**src/rtl/pipeline_sink_pkg.sv**
```systemverilog
// Shared types and sizing helpers for the pipeline_sink FIFO slice.
package pipeline_sink_pkg;

    localparam int unsigned SAMPLE_W   = 16;
    localparam int unsigned FIFO_DEPTH = 4;

    // Pointer width for a power-of-two depth; never narrower than one bit.
    function automatic int unsigned ptr_w(input int unsigned depth);
        return (depth > 1) ? $clog2(depth) : 1;
    endfunction

    typedef logic signed [SAMPLE_W-1:0] sample_t;
    typedef logic [ptr_w(FIFO_DEPTH):0] count_t;

endpackage

```
**src/rtl/sink_fifo_mem.sv**
```systemverilog
// Sample storage for pipeline_sink: synchronous write, asynchronous (FWFT) read.
module sink_fifo_mem
    import pipeline_sink_pkg::*;
#(
    parameter int unsigned DATA_WIDTH = SAMPLE_W,
    parameter int unsigned DEPTH      = FIFO_DEPTH,
    parameter int unsigned PTR_W      = ptr_w(DEPTH)
) (
    input  logic                         clk,
    input  logic                         we,
    input  logic [PTR_W-1:0]             waddr,
    input  logic signed [DATA_WIDTH-1:0] wdata,
    input  logic [PTR_W-1:0]             raddr,
    output logic signed [DATA_WIDTH-1:0] rdata
);

    logic signed [DATA_WIDTH-1:0] mem [DEPTH];

    always_ff @(posedge clk) begin
        if (we) begin
            mem[waddr] <= wdata;
        end
    end

    assign rdata = mem[raddr];

endmodule

```
**src/rtl/pipeline_sink.sv**
```systemverilog
// Receiving end of the en/valid delay line: FWFT buffer with registered upstream enable.
// Define PIPE_SINK_LEVEL_EN to add the level_out / hwm_out occupancy ports.
module pipeline_sink
    import pipeline_sink_pkg::*;
#(
    parameter int unsigned DATA_WIDTH = SAMPLE_W,
    parameter int unsigned DEPTH      = FIFO_DEPTH
) (
    input  logic                         clk,
    input  logic                         rst,
    input  logic signed [DATA_WIDTH-1:0] src_data_in,
    input  logic                         src_valid_in,
    output logic                         en_out,
    output logic signed [DATA_WIDTH-1:0] dst_data_out,
    output logic                         dst_valid_out,
`ifdef PIPE_SINK_LEVEL_EN
    output logic [ptr_w(DEPTH):0]        level_out,
    output logic [ptr_w(DEPTH):0]        hwm_out,
`endif
    input  logic                         dst_ready_in
);

    localparam int unsigned PTR_W = ptr_w(DEPTH);
    localparam int unsigned CNT_W = PTR_W + 1;
    localparam logic [CNT_W-1:0] DEPTH_C = CNT_W'(DEPTH);

    logic [CNT_W-1:0] count_q, count_d;
    logic [PTR_W-1:0] wr_ptr_q, wr_ptr_d;
    logic [PTR_W-1:0] rd_ptr_q, rd_ptr_d;
    logic             en_q, en_d;
    logic             wr, rd;

    // The upstream shifts on the same edge we capture, so each word lands exactly once.
    assign wr = en_q & src_valid_in;
    assign rd = dst_valid_out & dst_ready_in;

    always_comb begin
        count_d  = count_q;
        wr_ptr_d = wr_ptr_q;
        rd_ptr_d = rd_ptr_q;
        case ({wr, rd})
            2'b10:   count_d = count_q + CNT_W'(1);
            2'b01:   count_d = count_q - CNT_W'(1);
            default: count_d = count_q;
        endcase
        if (wr) begin
            wr_ptr_d = wr_ptr_q + PTR_W'(1);
        end
        if (rd) begin
            rd_ptr_d = rd_ptr_q + PTR_W'(1);
        end
        // Registered enable keeps dst_ready_in off any combinational path to en_out.
        en_d = (count_d < DEPTH_C);
    end

    always_ff @(posedge clk) begin
        if (rst) begin
            count_q  <= '0;
            wr_ptr_q <= '0;
            rd_ptr_q <= '0;
            en_q     <= 1'b1;
        end else begin
            count_q  <= count_d;
            wr_ptr_q <= wr_ptr_d;
            rd_ptr_q <= rd_ptr_d;
            en_q     <= en_d;
        end
    end

    sink_fifo_mem #(
        .DATA_WIDTH (DATA_WIDTH),
        .DEPTH      (DEPTH),
        .PTR_W      (PTR_W)
    ) u_mem (
        .clk   (clk),
        .we    (wr),
        .waddr (wr_ptr_q),
        .wdata (src_data_in),
        .raddr (rd_ptr_q),
        .rdata (dst_data_out)
    );

    assign en_out        = en_q;
    assign dst_valid_out = (count_q != '0);

`ifdef PIPE_SINK_LEVEL_EN
    logic [CNT_W-1:0] hwm_q;

    always_ff @(posedge clk) begin
        if (rst) begin
            hwm_q <= '0;
        end else if (count_d > hwm_q) begin
            hwm_q <= count_d;
        end
    end

    assign level_out = count_q;
    assign hwm_out   = hwm_q;
`endif

endmodule

```
**config.mk**
```make
export PLATFORM = sky130hd
export DESIGN_NAME = pipeline_sink
export DESIGN_NICKNAME = d
export VERILOG_FILES = /design/src/rtl/pipeline_sink_pkg.sv /design/src/rtl/sink_fifo_mem.sv /design/src/rtl/pipeline_sink.sv
export SDC_FILE = /design/constraint.sdc
export NUM_CORES = 1
export LEC_CHECK = 0
export CAP_MARGIN = 0
export CORE_ASPECT_RATIO = 0.9
export CORE_UTILIZATION = 45
export CTS_CLUSTER_SIZE = 12
export DETAILED_ROUTE_END_ITERATION = 10
export HOLD_SLACK_MARGIN = 0.03
export PLACE_DENSITY = 0.69
export SYNTH_ARGS = -nofsm -noshare
export SYNTH_HDL_FRONTEND = slang
export SYNTH_HIERARCHICAL = 1
export SYNTH_SLANG_ARGS = --single-unit
```
**constraint.sdc**
```tcl
create_clock -name clk -period 3.1 [get_ports clk]
set_clock_uncertainty 0.1 [all_clocks]
set_input_delay 0.62 -clock clk [delete_from_list [all_inputs] [get_ports clk]]
set_output_delay 0.62 -clock clk [all_outputs]
set_load 0.01 [all_outputs]
```
# Word level (Yosys, flattened, before mapping)
# Memories as Yosys holds them, arrays and structs flattened. A register that Yosys moved wholly into a read port is not among the register bits.
# Cells that the tools add are included.
# totals
ram_bits	64
in_bits	20
regBits	8
word_cells	20
mem_count	1
out_inout_bits	18
# op_classes
add_sub_neg	4
n_eq_ne	2
order_cmp	1
reduce_logical	1
n_bitwise	2
mux	5
# memory_table
name	depth	width	read_ports	rd_clocked_by_memory_dff	write_ports	line_no	text
u_mem.mem	4	16	1	1	1	sink_fifo_mem.sv:17	logic signed [DATA_WIDTH-1:0] mem [DEPTH];
# ops
operator	count
$pmux W3 S2	1
$add A2 B1 Y2 const B	2
$mux W2	2
$add A3 B1 Y3 const B	1
$lt A3 B3 Y1 const B	1
$reduce_bool A3 Y1	1
$sub A3 B1 Y3 const B	1
$and A1 B1 Y1	2
$eq A2 B1 Y1 const B	1
$eq A2 B2 Y1 const B	1
$mux W1	2

# Depth between registers and ports, before layout
# Gate-level depths: netlist of run 1.
# depth
depth_word	5
depth_mapped	6
mapped_depth_nobuf	6

# By module
# Netlist of run 1, hierarchy kept.
# modules_own_cells
mod	area_each_um2	cells_each	n_inst	seq_area_each_um2
sink_fifo_mem	2377.3	88	1	1921.8
pipeline_sink	361.6	35	1	160.2

# Worst setup path before layout of run 1
# No wires, ideal clock.
# synth_path
path_type	input to register
start	input src_valid_in
end	memory u_mem/mem[0][0] (netlist name) (enable)
t_arrival_ns	2.031
required_ns	2.587
path_stages	3
setup_ns	0.413
n_path_buf	0
slack_ns	0.556
cell_sequence	nand2_1 -> inv_1 -> nor3b_1
# synth_between
elab_chain_len	3
# synth_rtl
element	line_no	text
start, declared	pipeline_sink.sv:12	input logic src_valid_in,
$and A1 B1 Y1	pipeline_sink.sv:34	assign wr = en_q & src_valid_in;
named net wr	pipeline_sink.sv:31	logic wr, rd;
$mux W1	sink_fifo_mem.sv:20	if (we) begin
$mux W1 (implied by the code)	sink_fifo_mem.sv:21	mem[waddr] <= wdata;
end, declared	sink_fifo_mem.sv:17	
# The timed path passes the listed nets, and every way through them passes these cells.

==> impl_summary.txt, run 1 <==
----------------------------------------------------
[Layout]
  Final nets ... approximately 200
  Share of layout cells above drive strength 1 ... between 10% and 20%
  Sequential cell area in the final layout ... ~2100 µm²
  Filler cells ... between 400 and 500
  Top library cells by usage in the layout, fill and taps aside ... edfxtp_1, clkdlybuf4s50_1, mux4_2, clkbuf_8
  Diode count ... 0
  Leading cell type in the layout, fill and taps excluded ... edfxtp_1
  Combined area of the multi-input logic cells ... a little over 600 µm²
  Synthesis-to-finish area growth ... 27.0%

[Floorplanning]
  Chip width ... approximately 84 µm
  Total Die Area ... 6400 µm²
  Overall die height ... about 76 µm
  Number of top-level design ports ... 38
  Floorplan row count ... 26
  Area inside the core boundary ... between 5000 and 6000 µm²
  Starting density of the core ... 47.6%

[Synthesis]
  Avg Synthesized Cell Area ... around 22 µm²
  Post-synthesis instance total ... 123
  Total nets after synthesis ... around 150
  Number of warnings issued by yosys ... 6
  Area of the mapped netlist ... 2740 µm²
  Number of register bits inferred by synthesis ... between 70 and 80
  Share of the yosys chip area belonging to registers ... roughly 76%
  Unique masters post-synth ... 25

[Timing]
  Unrepaired setup endpoints after global routing ... false
  Sum of negative setup slack ... 0 ps
  Highest achievable clock rate ... about 360 MHz
  Setup violation total in the final timing report ... 0
  Post-route clock period utilization ... about nine tenths
  Hold violation count in the final report ... 0
  Minimum clock period ... 2790 ps
  Actual slew at the worst max-slew pin ... 468 ps
  Relative slew margins ... between 60 and 70%
  WHS ... around 500 ps
  Slew Limit Fails ... 0

[Global route]
  Total global routing track utilization ... between 10% and 20%
  Global-route wire length before repair ... 7.08 mm
  Antenna violations before repair ... 0
  Via count of the first global-routing pass ... approximately 1400
  Gr ovfl total ... 0
  Pin count of the biggest net entering global routing ... 17

[Run status]
  Outcome ... complete, but fails checks
  Violated checks ... design-rule violations

[Detailed routing]
  Total detailed-routing wirelength ... 4.46 mm
  Drt wl/cell ... about 18 µm
  DRT antenna net count ... 0
  DRC Markers ... 2
  First-pass iteration count of the detailed router ... 7
  Routed via count ... between 1000 and 1500
  Iteration-0 DRC Markers ... 94
  Post-DR vias/cell ... roughly 5.3

[Clocking]
  Number of setup buffers added after CTS ... 0
  Clock sinks ... just over 70
  Number of buffers created by CTS ... 9
  CTS tree ... done
  Post-cts repair resize count ... 0
  Hold_buf cts ... 0
  Bufs on Longest Clock Path ... 2
  H-Tree Depth ... 3
  Worst-skew pair later-pin latency ... between 300 and 400 ps
  CTS clock-pin slew for the worst setup and hold paths ... 70 ps
  Clock root buffer ... clkbuf_8

[Min path]
  WHS Path Cells ... 3
  HP Class ... reg -> reg

[Critical path]
  Category of the worst setup path launch point ... flop
  Cell-by-cell listing of the critical path ... buf_12 > mux4_1 > clkdlybuf4s50_1
  Worst-path maximum fanout ... 16
  Worst Setup Path Type ... reg -> out
  Arrival time worst endpoint ... roughly 2100 ps
  Required time worst endpoint ... between 2000 and 2500 ps
  Biggest cell delay along the critical path ... just under 600 ps
  Category of the worst setup path capture point ... primary output
  Path depth of the worst reg2reg path ... 6
  Critical Path Slowest Stage Cell ... mux4_1

[Place]
  Weighted congestion reported at the end of routability-driven placement ... roughly 0.74
  Half-perimeter wire length after placement ... between 2 and 3 mm
  # port buffers ... 37

[Job]
  Max-cap violation count ... 0

[Pwr]
  Total power ... approximately 0.0030 W
  Leakage dissipation ... 1.18 nW
  Worst-case vdd ir drop ... about 350 µV
  Ratio of total power to cell area ... 864 nW/µm²

----------------------------------------------------
-- final cells by class --
type,count,share of cell area [%]
Clock buffer,9,3.56
Clock inverter,6,3.81
Inverter,1,0.108
Multi-Input combinational cell,45,17.6
Sequential cell,72,59.9
Tap cell,70,2.52
Timing Repair Buffer,44,12.5
-- Yosys cell counts --
cell      number  area (µm²)
nand3_1        1        5.00
dfxtp_1        8         160
nand2_1        1        3.75
buf_6          1        11.3
buf_12         1        20.0
nor2_1         8        30.0
o311ai_2       1        16.3
xnor2_1        2        17.5
buf_2          2        10.0
nor2b_1        1        6.26
mux2i_1        2        20.0
ha_1           1        12.5
edfxtp_1      64        1920
mux4_2        10         225
clkbuf_2       1        5.00
and3_1         1        6.26
mux2_2         1        11.3
xor2_1         4        35.0
fa_1           1        20.0
inv_1          1        3.75
nor3b_1        1        7.51
o31a_1         1        8.76
or3_1          1        6.26
and3b_1        2        17.5
mux4_1         6         158
-- cell families (layout without fill, tap and decap cells) --
kind of cell | Yosys count | after routing | share of synthesized area, %
flops | 72 | 72 | 76.0
mux | 19 | 19 | 15.1
simple gates | 16 | 16 | 3.02
xor+xnor | 6 | 6 | 1.92
buf+inv | 6 | 60 | 1.83
fa+ha+maj | 2 | 2 | 1.19
compound gates | 2 | 2 | 0.914
-- per-stage QoR --
step                      std cells  setup slack, ps  utilization [%]  cell area, µm²
after floorplan                 123              556                -            2740
after global placement          232              425             55.9            3220
after detailed placement        232              376             55.9            3220
after CTS                       247              283             60.4            3480
after global routing            247              228             60.4            3480
final                           247              308             60.4            3480
-- flip-flops by register name, summed over array words and instances (netlist names), named ones only --
register   cells
count_q        2
en_out         1
rd_ptr_q       2
u_mem/mem     64
wr_ptr_q       2
-- power by group --
group	internal, W	switching [W]
Combinational	0.000475	0.000329
Clock	0.000610	0.000322
Sequential	0.00120	0.0000736
Total	0.00228	0.000724
-- metal layers --
layer  up-vias  wire length (µm)  global-route usage (%)
li1        601                 -                       -
met1       662              1820                    17.3
met2        35              2380                    27.2
met3         8               185                    6.61
met4         0                75                    6.21
met5         -                 0                       0
-- worst paths after layout --
path / slack (ps) / endpoint / from
setup / recovery: 310 / dst_data_out[2] / rd_ptr_q[0]$_SDFFE_PP0P_
hold / removal: 500 / wr_ptr_q[1]$_SDFFE_PP0P_ / en_out$_SDFF_PP1_
setup reg to reg: 880 / flop / count_q[0]$_SDFFE_PP0N_
hold reg to reg: 500 / wr_ptr_q[1]$_SDFFE_PP0P_ / en_out$_SDFF_PP1_
-- worst max-delay path, delay by kind of cell, from the launching register on --
family	cells	cell delay (ps)
multiplexers	1	590
flip-flops	1	430
buffers and inverters	2	710
Power figures use the tool's default switching activity.
==> inputs of run 2 (changes only) <==
CTS_CLUSTER_SIZE = 20   (was 12)
==> results of run 2 <==
No change in the layout: final DEF, timing and power equal those of run 1.
==> inputs of run 3 (changes only) <==
CORE_UTILIZATION = 50   (was 45)
PLACE_DENSITY = 0.75   (was 0.69)
==> impl_summary.txt, run 3 (same netlist as run 1, synthesis figures left out) <==
----------------------------------------------------
[Place]
  # port buffers ... 37
  Half-perimeter wire length after placement ... 2.91 mm
  Placed cell area ... around 3200 µm²
  Weighted congestion reported at the end of routability-driven placement ... between 0.7 and 0.8

[Layout]
  Filler cells ... between 300 and 400
  Synthesis-to-finish area growth ... 23.2%
  Share of layout cells above drive strength 1 ... 17.9%
  Flip-flop count of the largest register, all copies and words added ... between 60 and 70
  Diode count ... 0
  Leading cell type in the layout, fill and taps excluded ... edfxtp_1
  Register ranked first by flip-flop count ... u_mem/mem
  Top library cells by usage in the layout, fill and taps aside ... edfxtp_1, clkdlybuf4s50_1, clkbuf_8, mux4_2
  Utilization after layout ... ~64%
  Final nets ... slightly below 200
  Sequential cell area in the final layout ... approximately 2100 µm²
  Post-route cell area ... approximately 3400 µm²
  Combined area of the multi-input logic cells ... ~610 µm²

[Floorplanning]
  Number of top-level design ports ... 38
  Floorplan row count ... 25
  Total Die Area ... 5780 µm²
  Area inside the core boundary ... 5260 µm²
  Chip width ... between 80 and 90 µm
  Overall die height ... roughly 72 µm
  Starting density of the core ... ~52%

[Global route]
  Global-route wire length before repair ... ~6.8 mm
  Antenna violations before repair ... 0
  Via count of the first global-routing pass ... around 1300
  Total global routing track utilization ... 17.5%
  Pin count of the biggest net entering global routing ... 13
  Gr ovfl total ... 0

[Critical path]
  Category of the worst setup path launch point ... flop
  Category of the worst setup path capture point ... primary output
  Worst-path maximum fanout ... 9
  Slack of the worst reg-to-reg path ... around 900 ps
  Worst Setup Path Type ... reg -> out
  Required time worst endpoint ... approximately 2400 ps
  Arrival time worst endpoint ... a little over 2000 ps

[Job]
  Max-cap violation count ... 0

[Clocking]
  Hold_buf cts ... 0
  Clock root buffer ... clkbuf_8
  Clock sinks ... 72
  Number of buffers created by CTS ... 9
  CTS tree ... done
  Worst-skew pair later-pin latency ... between 300 and 400 ps
  H-Tree Depth ... 3
  CTS clock-pin slew for the worst setup and hold paths ... about 60 ps
  Bufs on Longest Clock Path ... 2
  Number of setup buffers added after CTS ... 0
  Post-cts repair resize count ... 0

[Pwr]
  Ratio of total power to cell area ... just under 800 nW/µm²
  Leakage dissipation ... about 1.1 nW
  Total power ... between 0.002 and 0.003 W
  Worst-case vdd ir drop ... 474 µV

[Detailed routing]
  DRT antenna net count ... 0
  Iteration-0 DRC Markers ... 18
  Post-DR vias/cell ... around 5.2
  First-pass iteration count of the detailed router ... 6
  Drt wl/cell ... roughly 17 µm
  DRC Markers ... 0
  Routed via count ... roughly 1300
  Total detailed-routing wirelength ... roughly 4.3 mm

[Timing]
  Minimum clock period ... between 2000 and 3000 ps
  Highest achievable clock rate ... 363 MHz
  WHS ... between 400 and 500 ps
  Slew Limit Fails ... 0
  Sum of negative setup slack ... 0 ps
  Setup violation total in the final timing report ... 0
  Unrepaired setup endpoints after global routing ... false
  Actual slew at the worst max-slew pin ... just over 400 ps
  Post-route clock period utilization ... between 80% and 90%
  Relative slew margins ... 72.8%
  Hold violation count in the final report ... 0

[Min path]
  HP Class ... reg -> reg

[Run status]
  Outcome ... completed

----------------------------------------------------
==> run 3: changes by cell type in the layout (fill, tap and decap cells not counted), sizes merged <==
| cell | previous run | this run |
|---|---|---|
| buf | 7 | 8 |
| bufinv | 4 | 0 |
| clkinvlp | 1 | 0 |
| clkbuf | 9 | 15 |
==> run 3: path summary, 6_finish.rpt <==
kind                                 start                       end  depth (start not counted)
setup / recovery  rd_ptr_q[1]$_SDFFE_PP0P_           dst_data_out[7]                          3
hold / removal           en_out$_SDFF_PP1_  wr_ptr_q[1]$_SDFFE_PP0P_                          3
setup reg to reg   count_q[0]$_SDFFE_PP0N_                      flop                          6
hold reg to reg          en_out$_SDFF_PP1_  wr_ptr_q[1]$_SDFFE_PP0P_                          3
==> run 3: critical path, stage by stage, from the launching register on <==
cell             delay, ps
dfxtp_1                570
buf_4                  290
mux4_2                 330
clkdlybuf4s50_1        510
==> run 3: metal layers <==
layer	wire length, µm	GRT usage (%)
met1	1810	20.7
met5	0	0
met2	2230	27.6
met3	178	7.55
met4	71	8.53
==> run 3: where the power goes <==
group / leakage [nW] / internal, W / switching, W
clock: 0.0817 / 0.000313 / 0.000283
sequential: 0.653 / 0.00120 / 0.0000614
combinational: 0.402 / 0.000468 / 0.000336
total: 1.14 / 0.00198 / 0.000680
==> run 3: area by class of cell <==
| class | count | share of cell area, % |
|---|---|---|
| clock buffer | 15 | 4.64 |
| clock inverter | 1 | 0.148 |
| inverter | 1 | 0.111 |
| multi-input combinational | 45 | 18.1 |
| sequential | 72 | 61.7 |
| tap | 67 | 2.49 |
| timing repair buffer | 45 | 12.8 |
==> run 3: per-stage QoR <==
stage          instances  worst slack (ps)
2_1_floorplan        123               556
3_3_place_gp         230               423
3_5_place_dp         230               366
4_1_cts              246               275
5_1_grt              246               238
6_report             246               343
